**config.mk**
```make
export PLATFORM = sky130hd
export DESIGN_NAME = operand_fetch
export DESIGN_NICKNAME = d
export VERILOG_FILES = /design/src/rtl/operand_fetch.sv
export SDC_FILE = /design/constraint.sdc
export NUM_CORES = 2
export LEC_CHECK = 0
export CORE_ASPECT_RATIO = 0.9
export CORE_MARGIN = 2
export CORE_UTILIZATION = 50
export CTS_BUF_LIST = sky130_fd_sc_hd__clkbuf_8
export CTS_CLUSTER_DIAMETER = 100
export DETAILED_ROUTE_END_ITERATION = 12
export GPL_TIMING_DRIVEN = 0
export PLACE_DENSITY = 0.72
export SYNTH_ARGS = -nofsm -noshare
export SYNTH_HDL_FRONTEND = slang
export SYNTH_SLANG_ARGS = --single-unit
```
**constraint.sdc**
```tcl
create_clock -name clk -period 14.1 [get_ports clk]
set_input_delay 4.23 -clock clk [delete_from_list [all_inputs] [get_ports clk]]
set_output_delay 4.23 -clock clk [all_outputs]
set_load 0.005 [all_outputs]
```
**src/rtl/operand_fetch.sv**
```systemverilog
// Operand fetch stage: register file with write-through bypass feeding a
// single-entry output register with valid/stall/flush control.
module operand_fetch #(
    parameter int DATA_W = 32,
    parameter int REG_AW = 5
) (
    input  logic              clk,
    input  logic              rstN,
    input  logic              inValid,
    output logic              inReady,
    input  logic [REG_AW-1:0] rsAddr,
    input  logic [REG_AW-1:0] rtAddr,
    input  logic [DATA_W-1:0] immVal,
    input  logic              useImm,
    input  logic [2:0]        aluControlIn,
    input  logic [REG_AW-1:0] destAddrIn,
    input  logic              regWriteIn,
    input  logic              wbEn,
    input  logic [REG_AW-1:0] wbAddr,
    input  logic [DATA_W-1:0] wbData,
    input  logic              stall,
    input  logic              flush,
    output logic              outValid,
    output logic [DATA_W-1:0] srcA,
    output logic [DATA_W-1:0] srcB,
    output logic [2:0]        aluControl,
    output logic [REG_AW-1:0] destAddr,
    output logic              regWrite
);

    localparam int DEPTH = 2 ** REG_AW;

    logic [DATA_W-1:0] regFile [DEPTH];
    logic              wbHit;
    logic [DATA_W-1:0] readA;
    logic [DATA_W-1:0] readB;

    assign wbHit   = wbEn && (wbAddr != '0);
    assign inReady = !stall || !outValid;

    // r0 is hard-wired to zero; a matching writeback bypasses the array
    always_comb begin
        readA = regFile[rsAddr];
        if (rsAddr == '0) begin
            readA = '0;
        end else if (wbHit && (wbAddr == rsAddr)) begin
            readA = wbData;
        end
    end

    always_comb begin
        readB = regFile[rtAddr];
        if (useImm) begin
            readB = immVal;
        end else if (rtAddr == '0) begin
            readB = '0;
        end else if (wbHit && (wbAddr == rtAddr)) begin
            readB = wbData;
        end
    end

    always_ff @(posedge clk) begin
        if (!rstN) begin
            for (int i = 0; i < DEPTH; i++) begin
                regFile[i] <= '0;
            end
        end else if (wbHit) begin
            regFile[wbAddr] <= wbData;
        end
    end

    always_ff @(posedge clk) begin
        if (!rstN) begin
            outValid   <= 1'b0;
            srcA       <= '0;
            srcB       <= '0;
            aluControl <= '0;
            destAddr   <= '0;
            regWrite   <= 1'b0;
        end else if (flush) begin
            outValid <= 1'b0;
        end else if (inReady) begin
            outValid <= inValid;
            if (inValid) begin
                srcA       <= readA;
                srcB       <= readB;
                aluControl <= aluControlIn;
                destAddr   <= destAddrIn;
                regWrite   <= regWriteIn;
            end
        end
    end

endmodule

```
==> out/results.md <==
- nature of the critical path endpoint: output port
- headroom to the max-slew limit: 9.11%
- multiplexer share of the synthesized area: 21.6%
- number of global-route vias before repair: 40.2k
- ys async rst share: 0%
- total I/O pin count: 170
- Tmin final: 9810 ps
- summed negative setup slack over all endpoints: 0 ps
- maximum fanout count along the critical path: 4
- number of warnings reported in the yosys synthesis log: 0
- clock root buffer: clkbuf_8
- Max stage delay on crit path: 580 ps
- Total Die Area: 118,000 µm²
- portion of total power attributed to the clock network: 36.7%
- Crit path top cell by count: clkdlybuf4s50_1
- number of rows created at floorplan: 117
- relative contribution of sequential cells to total power: 49.8%
- highest ir drop seen on vdd: 0.104 mV
- TritonCTS clock tree: built
- Routed WL: 224,000 µm
- final number of max-transition violations: 0
- ratio of cells with drive above 1 in the final layout: 21.3%
- post-synth cell types: 50
- number of port buffers: 158
- switching power summed over all nets: 0.00214 W
- post-CTS clock slew at the launch and capture registers of the worst setup and hold paths: 60 ps
- netlist area before placement: 57,500 µm²
- critical path data required time: 9870 ps
- GRT Resource Usage Total: 37.9%
- outcome: finished, final reports clean
- first drt pass iteration count: 9
- buffer and inverter count on the worst path: 2
- vertical die dimension: 326 µm
- source-to-sink clock delay at the later pin of the worst-skew pair: 950 ps
- Combinational Power Share: 13.5%
- worst clock skew: 43.1 ps
- initial standard-cell utilization of the core: 50.6%
- buffer count from post-CTS setup fixing: 0
- via count of the routed design: 41.4k
- Internal: 0.00563 W
- power consumption: 0.00777 W
- Power per Cell Area: 118 nW/µm²
- Worst Hold Class: reg2reg
- portion of the post-synthesis area used by sequential elements: 56.1%
- upper clock frequency limit: 102 MHz
- GPL Wtd Cong: 1.05
- pin count of the biggest net entering global routing: 42
- met3 wire length: 33,700 µm
- Hold Buf Count CTS: 0
- predominant post-synthesis flop cell: edfxtp_1
- area of placed instances: 62,400 µm²
- Max stage delay cell, worst path: clkdlybuf4s50_1
- number of antenna violations at the first check in global routing: 16
- Post-Syn Area per Cell: 14.6 µm²
- Die Span X: 361 µm
- # nets final: 4,442
- combinational family with the most area after synthesis: multiplexers
- total of flip-flops plus latches after synthesis: 1,098
- number of instances in the synthesized netlist: 3,931
- TritonCTS sink count: 1,098
- post-route antenna net violation count: 0
- Worst Setup Start Kind: primary input
- clock tree buffer depth: 3
- Layout Cell Area excl Fill: 66,000 µm²
- placeable core area: 114,000 µm²
- remaining routing DRC violations: 0
- GRT overflow: 0
- post-cts gate resize count: 0
- top cell family by delay on the critical path: buffers and inverters
- crit path cell chain: clkdlybuf4s50_1 > nand2_1 > clkdlybuf4s50_1
- top routing layer in use: met5
- number of buffers added by the clock tree synthesis step: 183
- area growth from synthesis to final layout: 15.0%
- number of levels the H-tree was split into: 4
- wire length per cell: 37.3 µm
- DP Wirelength: 162,000 µm
- Setup-failing EPs final: 0
- post-synthesis share of cell area spent on and, or, nand and nor gates: 13.7%
- Final Hold Viols: 0
- P_leak: 23.1 nW
- Sw Ratio: 27.6%
- DRC marker count from the first detailed-route iteration: 7,566
- area fraction in compound gates after synthesis: 4.91%
- type of the setup path with the least slack: in2out
- share of the cycle needed by the critical path after routing: 69.6%
- post-synthesis share of cell area spent on xor and xnor gates: 0.152%
- fill cell total of the finished layout: 8,943
- setup repair after global routing missed its margin: false
- count of flip-flops with a built-in enable after synthesis: 1,024
- global-route wire length before repair: 307,000 µm
- transition at the pin with the smallest max-transition slack: 1360 ps
- mean number of vias per cell: 6.88
- Max-cap violations: 0
- length of routed met2 wiring: 94,600 µm
- post-route met1 wirelength: 78,400 µm
- post-synthesis share of cell area spent on full adders, half adders and majority gates: 0%
- critical path data arrival time: 5580 ps
==> synth_stat cells, types with 3 or more instances <==
library cell  number  area [µm²]
xor2_1             5        43.8
nand3b_1           7        52.6
mux2i_1          159        1590
nand2_1          117         439
a221o_1           34         340
edfxtp_1        1024       30700
buf_12             5         100
nor2b_1            5        31.3
o221ai_1          28         245
and3_1            60         375
buf_4             29         218
xnor2_1            5        43.8
o22ai_1           93         582
mux2_2            59         664
buf_2             74         370
nor3_1             7        35.0
clkbuf_1         295        1110
o211ai_1           3        22.5
buf_6             13         146
mux4_2           452       10200
o21ai_0           91         455
dfxtp_1           74        1480
o32ai_1           32         280
or3_1             31         194
and2_1           995        6220
nand3_1           12        60.1
a21oi_1           14        70.1
nor2_1            76         285
or4_1              4        30.0
buf_1             10        37.5
nand2b_1           3        18.8
a211oi_1          32         240
a221oi_1          60         526
==> stage by stage <==
step           setup WS (ps)  instances  utilization (%)  hold slack (ps)
2_1_floorplan           5540       3962                -              453
3_3_place_gp            1880       5607             53.7              447
3_5_place_dp            4380       5648             54.9              449
4_1_cts                 4380       5992             58.1              457
5_1_grt                 4300       5998             58.1              490
6_report                4290       6011             58.1              454
==> worst register-to-register path, stage by stage (launching register included) <==
cell and delay, ps:
dfxtp_1 340, nand2_1 270, and2_1 250, buf_4 230
clkbuf_1 440, nor2_2 890, clkbuf_1 680, a221o_1 270
==> power by group through the flow <==
stage	clock network, W	logic (W)	registers, W
final	0.00285	0.00105	0.00387
after global routing	0.00298	0.00106	0.00388
after CTS	0.00284	0.00101	0.00386
after detailed placement	0	0.00101	0.00393
after global placement	0	0.000952	0.00394
after floorplan	0	0.000562	0.00388
==> cell type report <==
type,count,area (µm²),area share (%)
diodes,18,45.0,0.0682
plain buffers,428,2010,3.05
clock buffers,208,2860,4.33
clock inverters,136,743,1.13
inverters,2,7.51,0.0114
multi-input cells,2434,23700,35.9
flip-flops and latches,1098,32200,48.8
well taps,1487,1860,2.82
repair buffers,200,2590,3.93
==> cells in the final DEF (no fill, tap or decap), types with 31 or more instances in the layout <==
cell type	netlist	layout
a211oi_1	32	32
a221o_1	34	34
a221oi_1	60	60
and2_1	995	995
and3_1	60	60
buf_2	74	74
clkbuf_1	295	294
clkbuf_8	0	208
clkdlybuf4s50_1	0	158
conb_1	1	32
dfxtp_1	74	74
edfxtp_1	1024	1024
inv_1	2	71
mux2_2	59	59
mux2i_1	159	159
mux4_2	452	452
nand2_1	117	117
nor2_1	76	75
o21ai_0	91	58
o21ai_4	0	31
o22ai_1	93	93
o32ai_1	32	32
or3_1	31	31
==> final timing paths <==
check / slack [ps] / cells after the start / end / startpoint
setup / recovery: 4290 / 3 / inReady / stall
hold / removal: 450 / 2 / destAddr[1] / destAddr[1]
setup reg to reg: 10660 / 7 / srcA[18] / outValid
hold reg to reg: 450 / 2 / destAddr[1] / destAddr[1]
==> cell families (layout without fill, tap and decap cells) <==
family | Yosys count | in the layout
AOI/OAI and AO/OA | 394 | 394
xor gates and xnor gates | 10 | 10
buffers and inverters | 430 | 974
DFF | 1098 | 1098
muxes | 670 | 670
other | 1 | 50
and+or+nand+nor | 1328 | 1328
==> routing by layer <==
metal / GRT usage (%) / up-vias
li1: - / 16038
met1: 49.3 / 20678
met2: 53.7 / 3886
met3: 13.4 / 769
met4: 25.3 / 12
met5: 0 / -
==> flip-flops by register name (all words and copies together) (netlist names) <==
register / flops
destAddr: 5
regWrite: 1
srcA: 32
srcB: 32
outValid: 1
aluControl: 3
regFile: 1024
Power figures use the tool's default switching activity.
